File: config.mk
export PLATFORM = sky130hd
export DESIGN_NAME = timer_bank
export DESIGN_NICKNAME = d
export VERILOG_FILES = /design/src/rtl/timer_bank.sv
export SDC_FILE = /design/constraint.sdc
export NUM_CORES = 1
export LEC_CHECK = 0
export BUFFER_PORTS_ARGS = -buffer_cell sky130_fd_sc_hd__buf_2
export CAP_MARGIN = 20
export CORE_ASPECT_RATIO = 1.2
export CORE_MARGIN = 8
export CORE_UTILIZATION = 40
export CTS_CLUSTER_SIZE = 28
export DETAILED_ROUTE_END_ITERATION = 10
export PLACE_DENSITY = 0.67
export SETUP_SLACK_MARGIN = 0.4
export SYNTH_ARGS = -nofsm -noshare
export SYNTH_HDL_FRONTEND = slang
export SYNTH_SLANG_ARGS = --single-unit
export TNS_END_PERCENT = 100
File: constraint.sdc
create_clock -name clk -period 2.5 [get_ports clk]
set_input_delay 0.375 -clock clk [delete_from_list [all_inputs] [get_ports clk]]
set_output_delay 0.375 -clock clk [all_outputs]
set_load 0.02 [all_outputs]
File: src/rtl/timer_bank.sv
// rtl/timer_bank.sv - bank of NCH prescaled timers with W1C pending flags and a masked irq
module timer_bank #(
    parameter int WIDTH = 16,
    parameter int NCH   = 2,
    parameter int PSW   = 8,
    parameter int AW    = 5
) (
    input  logic             clk,
    input  logic             reset,
    input  logic             sel,
    input  logic [AW-1:0]    addr,
    input  logic             rd,
    input  logic             wr,
    input  logic [WIDTH-1:0] wdata,
    output logic [WIDTH-1:0] rdata,
    output logic             irq,
    output logic [NCH-1:0]   pending
);

    localparam int CW = AW - 2;

    localparam logic [1:0] REG_COUNT    = 2'd0;
    localparam logic [1:0] REG_COMPARE  = 2'd1;
    localparam logic [1:0] REG_CTRL     = 2'd2;
    localparam logic [1:0] REG_PRESCALE = 2'd3;

    localparam logic [1:0] REG_STATUS   = 2'd0;
    localparam logic [1:0] REG_IEALL    = 2'd1;

    localparam logic [1:0] MODE_PERIODIC = 2'd1;
    localparam logic [1:0] MODE_ONESHOT  = 2'd2;

    logic [CW-1:0] ch;
    logic [1:0]    rsel;
    logic          wr_en;
    logic          rd_en;
    logic          status_wr;

    assign ch        = addr[AW-1:2];
    assign rsel      = addr[1:0];
    assign wr_en     = sel & wr;
    assign rd_en     = sel & rd;
    assign status_wr = wr_en && (ch == CW'(NCH)) && (rsel == REG_STATUS);

    logic [NCH-1:0][WIDTH-1:0] count_q, count_d;
    logic [NCH-1:0][WIDTH-1:0] cmp_q, cmp_d;
    logic [NCH-1:0][PSW-1:0]   psc_q, psc_d;
    logic [NCH-1:0][PSW-1:0]   pcnt_q, pcnt_d;
    logic [NCH-1:0][1:0]       mode_q, mode_d;
    logic [NCH-1:0]            en_q, en_d;
    logic [NCH-1:0]            ie_q, ie_d;
    logic [NCH-1:0]            pend_q, pend_d;
    logic                      irq_q, irq_d;
    logic [NCH-1:0]            tick;
    logic [NCH-1:0]            evt;

    // Per-channel prescaler, counter and register writes; a bus write is
    // applied last so it overrides the same-cycle tick.
    always_comb begin
        count_d = count_q;
        cmp_d   = cmp_q;
        psc_d   = psc_q;
        pcnt_d  = pcnt_q;
        mode_d  = mode_q;
        en_d    = en_q;
        ie_d    = ie_q;
        tick    = '0;
        evt     = '0;
        for (int c = 0; c < NCH; c++) begin
            tick[c] = en_q[c] && (pcnt_q[c] == psc_q[c]);
            if (en_q[c]) begin
                pcnt_d[c] = tick[c] ? '0 : pcnt_q[c] + 1'b1;
            end
            if (tick[c]) begin
                if (mode_q[c] == MODE_PERIODIC || mode_q[c] == MODE_ONESHOT) begin
                    if (count_q[c] == cmp_q[c]) begin
                        count_d[c] = '0;
                        evt[c]     = 1'b1;
                        if (mode_q[c] == MODE_ONESHOT) begin
                            en_d[c] = 1'b0;
                        end
                    end else begin
                        count_d[c] = count_q[c] + 1'b1;
                    end
                end else begin
                    count_d[c] = count_q[c] + 1'b1;
                    evt[c]     = &count_q[c];
                end
            end
            if (wr_en && (ch == CW'(c))) begin
                case (rsel)
                    REG_COUNT: begin
                        count_d[c] = wdata;
                        pcnt_d[c]  = '0;
                    end
                    REG_COMPARE: cmp_d[c] = wdata;
                    REG_CTRL: begin
                        en_d[c]   = wdata[0];
                        mode_d[c] = wdata[2:1];
                        ie_d[c]   = wdata[3];
                        if (wdata[0] && !en_q[c]) begin
                            pcnt_d[c] = '0;
                        end
                    end
                    default: psc_d[c] = wdata[PSW-1:0];
                endcase
            end
        end
    end

    // A clear racing an event on the same channel loses: the set is ORed in last.
    always_comb begin
        pend_d = pend_q;
        if (status_wr) begin
            pend_d = pend_q & ~wdata[NCH-1:0];
        end
        pend_d = pend_d | evt;
        irq_d  = |(pend_q & ie_q);
    end

    always_comb begin
        rdata = '0;
        if (rd_en) begin
            if (ch == CW'(NCH)) begin
                case (rsel)
                    REG_STATUS: rdata[NCH-1:0] = pend_q;
                    REG_IEALL:  rdata[NCH-1:0] = ie_q;
                    default:    rdata = '0;
                endcase
            end else begin
                for (int c = 0; c < NCH; c++) begin
                    if (ch == CW'(c)) begin
                        case (rsel)
                            REG_COUNT:   rdata = count_q[c];
                            REG_COMPARE: rdata = cmp_q[c];
                            REG_CTRL:    rdata[3:0] = {ie_q[c], mode_q[c], en_q[c]};
                            default:     rdata[PSW-1:0] = psc_q[c];
                        endcase
                    end
                end
            end
        end
    end

    always_ff @(posedge clk) begin
        if (reset) begin
            count_q <= '0;
            cmp_q   <= '0;
            psc_q   <= '0;
            pcnt_q  <= '0;
            mode_q  <= '0;
            en_q    <= '0;
            ie_q    <= '0;
            pend_q  <= '0;
            irq_q   <= 1'b0;
        end else begin
            count_q <= count_d;
            cmp_q   <= cmp_d;
            psc_q   <= psc_d;
            pcnt_q  <= pcnt_d;
            mode_q  <= mode_d;
            en_q    <= en_d;
            ie_q    <= ie_d;
            pend_q  <= pend_d;
            irq_q   <= irq_d;
        end
    end

    assign irq     = irq_q;
    assign pending = pend_q;

endmodule

==> results.json <==
{
  "synth.largest_area_cell": "dfxtp_1",
  "synthDistinctLibCells": 59,
  "synth_common_cells": "dfxtp_1 (107), nand2_1 (100), nor2_1 (81)",
  "drv_slew": 0,
  "dr.pass1.iters": 7,
  "ys.flop_type": "dfxtp_1",
  "finalSetupViolCount": 0,
  "rr_startpoint": "count_q[15]$_SDFF_PP0_",
  "grt_max_degree": 66,
  "drtIter0Drc": 384,
  "stdcell_area_sq_um": 7596,
  "fin_cells": 1033,
  "vias_per_cell": 5.721,
  "leakage_nw": 2.614,
  "clock_sinks": 107,
  "path_clk_slew_ns": 0.08,
  "whs_path_depth": 3,
  "die_area_sq_um": 20280,
  "crit_end": "count_q[8]$_SDFF_PP0_",
  "switchingPower_w": 0.0009655,
  "worstRegToRegCells": 7,
  "crit_arrival_ns": 2.34,
  "timing.fmax_mhz": 475.9,
  "post-dp-hpwl_um": 14080,
  "clock_skew_ns": 0.01196,
  "drive_gt1_share_pct": 25.82,
  "worstHoldStart": "wdata[11]",
  "rrSetupSlack_ns": 0.40,
  "fin_setup_tns_ns": 0,
  "cap_violations": 0,
  "cts_buffer_depth": 2,
  "finalHoldViolCount": 0,
  "fin_crit_ns": 2.101,
  "synth_warnings": 0,
  "dp.cells": 1013,
  "r2r-end": "count_q[8]$_SDFF_PP0_",
  "tightestPinTransition_ns": 0.6029,
  "cts_root_buffer": "clkbuf_16",
  "wl_um": 19490,
  "cts-hold-fix-buffers": 0,
  "groute.usage.overall_pct": 18.60,
  "cp_max_fo": 7,
  "period_share_pct": 84.05,
  "overflow": 0,
  "p_comb_share_pct": 10.7,
  "areaGrowthSynthToFinish_pct": 18.95,
  "avgRoutedWirePerCell_um": 18.87,
  "drc_errors": 0,
  "place_congestion": 0.8499,
  "worst_skew_pair.late_latency_ns": 0.36,
  "port_buffers": 44,
  "syn_nets": 805,
  "status": "finished clean",
  "synth_area_leaders": "dfxtp_1 (34%), mux2i_1 (7.4%), nand2_1 (5.9%)",
  "p_int_w": 0.002658,
  "grt_pass1_vias": 5680,
  "cellPowerDensity_nw_per_um2": 477.0,
  "endpoint_kind": "flip-flop",
  "synth_top_area_share_pct": 33.54,
  "synth-seq-cells": 107,
  "switching_share_pct": 26.65,
  "required_ns": 2.74,
  "grt_setup_unrepaired": "true",
  "synth.avg_cell_area_sq_um": 8.261,
  "peakVddDrop_v": 0.0002831,
  "grt_antenna_before_repair": 0,
  "cts_buffers": 9,
  "vias": 5910,
  "die_w_um": 131.3,
  "antenna_cells": 0,
  "nets": 852,
  "slew_headroom_pct": 59.59,
  "crit_start": "count_q[15]$_SDFF_PP0_",
  "ant_nets": 0,
  "crit_path_start_kind": "flip-flop",
  "cts-htree-levels": 3,
  "synth_seq_area_share_pct": 33.54,
  "start_util_pct": 40.83,
  "synth_most_common_cell": "dfxtp_1",
  "die_h_um": 154.4,
  "worstSetupPathType": "reg -> reg",
  "seqPwrFrac_pct": 48.3,
  "syn_inst": 773,
  "grt_pass1_wl_um": 30820,
  "placed_cell_area_sq_um": 7015,
  "rows": 50,
  "syn_area_sq_um": 6386,
  "hold_path_class": "in -> reg",
  "ios": 45,
  "synth_edf_count": 0,
  "cts_tree": "done",
  "final_core_util_pct": 48.57,
  "p_clk_share_pct": 41.0,
  "fp.coreArea_sq_um": 15640,
  "postSynth.asyncResetShare_pct": 0
}
==> stage by stage <==
| stage | power (W) | hold WS [ns] | setup slack [ns] |
|---|---|---|---|
| 2_1_floorplan | 0.002001 | 0.4576 | 0.3701 |
| 3_3_place_gp | 0.002145 | 0.4654 | 0.2875 |
| 3_5_place_dp | 0.002145 | 0.4753 | 0.2791 |
| 4_1_cts | 0.003623 | 0.2953 | 0.3477 |
| 5_1_grt | 0.003722 | 0.3034 | 0.3300 |
| 6_report | 0.003623 | 0.2981 | 0.3987 |
==> worst max-delay path: stages (launching register included) <==
cell,delay (ns)
dfxtp_2,0.36
xor2_1,0.16
nor4_2,0.33
nand3_1,0.13
or4_4,0.57
buf_4,0.17
o211ai_1,0.18
a21oi_1,0.09
==> sequential cells by signal (all words and copies together) (netlist names), 2 cells and up <==
| name | cells |
|---|---|
| psc_q | 16 |
| cmp_q | 32 |
| ie_q | 2 |
| en_q | 2 |
| count_q | 32 |
| pcnt_q | 16 |
| pending | 2 |
| mode_q | 4 |
==> metal layers <==
metal	routed length, um	global-route usage, %	vias up
li1	-	-	2874
met1	8209	22.77	2869
met2	10040	33.12	145
met3	870	2.333	22
met4	369	5.918	0
met5	0	0	-
==> cells in the final DEF, fill, tap and decap left out, types with 5 or more instances in the layout <==
master	synthesis	layout
a21oi_1	51	48
buf_4	1	40
and4_1	5	5
o211ai_1	8	8
a311oi_1	11	9
nor4_2	1	5
nand3_1	29	27
nand2_1	100	99
xnor2_1	34	27
dfxtp_2	0	33
mux2_2	14	14
nand2b_1	5	5
clkbuf_16	0	9
mux2i_1	47	47
buf_2	6	41
a22oi_1	7	6
mux4_2	8	8
nor2_1	81	77
nand4_1	18	18
a21boi_0	8	8
nor4_1	11	5
xor2_1	28	27
nor3_1	14	12
o21ai_0	35	34
xnor2_2	4	11
or3_1	7	5
dfxtp_1	107	74
a211oi_1	5	5
a221oi_1	5	5
inv_1	8	8
ha_1	6	6
and3_1	7	7
or4_1	7	6
nor2_2	3	7
==> cell type report <==
type,instances,area (sq um)
well taps,208,260.3
multi-input cells,605,4203
inverters,8,30.03
clock inverters,6,72.57
repair buffers,89,618.1
fillers,1546,8044
clock buffers,10,229.0
flip-flops and latches,107,2183
==> kinds of logic after synthesis <==
family | count (synthesis) | share of synthesized area (%)
flip-flops | 107 | 33.54
buffers and inverters | 62 | 3.938
AND/OR/NAND/NOR | 307 | 23.37
multiplexers | 69 | 12.66
XOR/XNOR | 66 | 9.522
AO/OA/AOI/OAI | 156 | 15.79
adder cells (fa/ha/maj) | 6 | 1.176
==> timing repair <==
action,4_1_cts,5_1_grt
buffers inserted,0,3
cloned,0,1
pin swaps,1,13
setup endpoints to repair,34,33
resized for setup,9,65
endpoints found under the hold margin,0,0
==> worst min-delay path by stage <==
stage	to	slack (ns)
final	cmp_q[11]$_SDFFE_PP0P_	0.30
after floorplan	cmp_q[11]$_SDFFE_PP0P_	0.46
after global placement	cmp_q[9]$_SDFFE_PP0P_	0.47
after detailed placement	cmp_q[9]$_SDFFE_PP0P_	0.48
after global routing	cmp_q[11]$_SDFFE_PP0P_	0.30
after CTS	cmp_q[11]$_SDFFE_PP0P_	0.30
==> power groups by stage <==
stage | clock (W) | sequential [W] | combinational [W]
after floorplan | 0 | 0.00178 | 0.000220
after global placement | 0 | 0.00179 | 0.000358
after detailed placement | 0 | 0.00179 | 0.000358
after CTS | 0.00151 | 0.00175 | 0.000367
after global routing | 0.00155 | 0.00175 | 0.000415
final | 0.00149 | 0.00175 | 0.000387
Note: power is estimated with default switching activity, not from simulation.
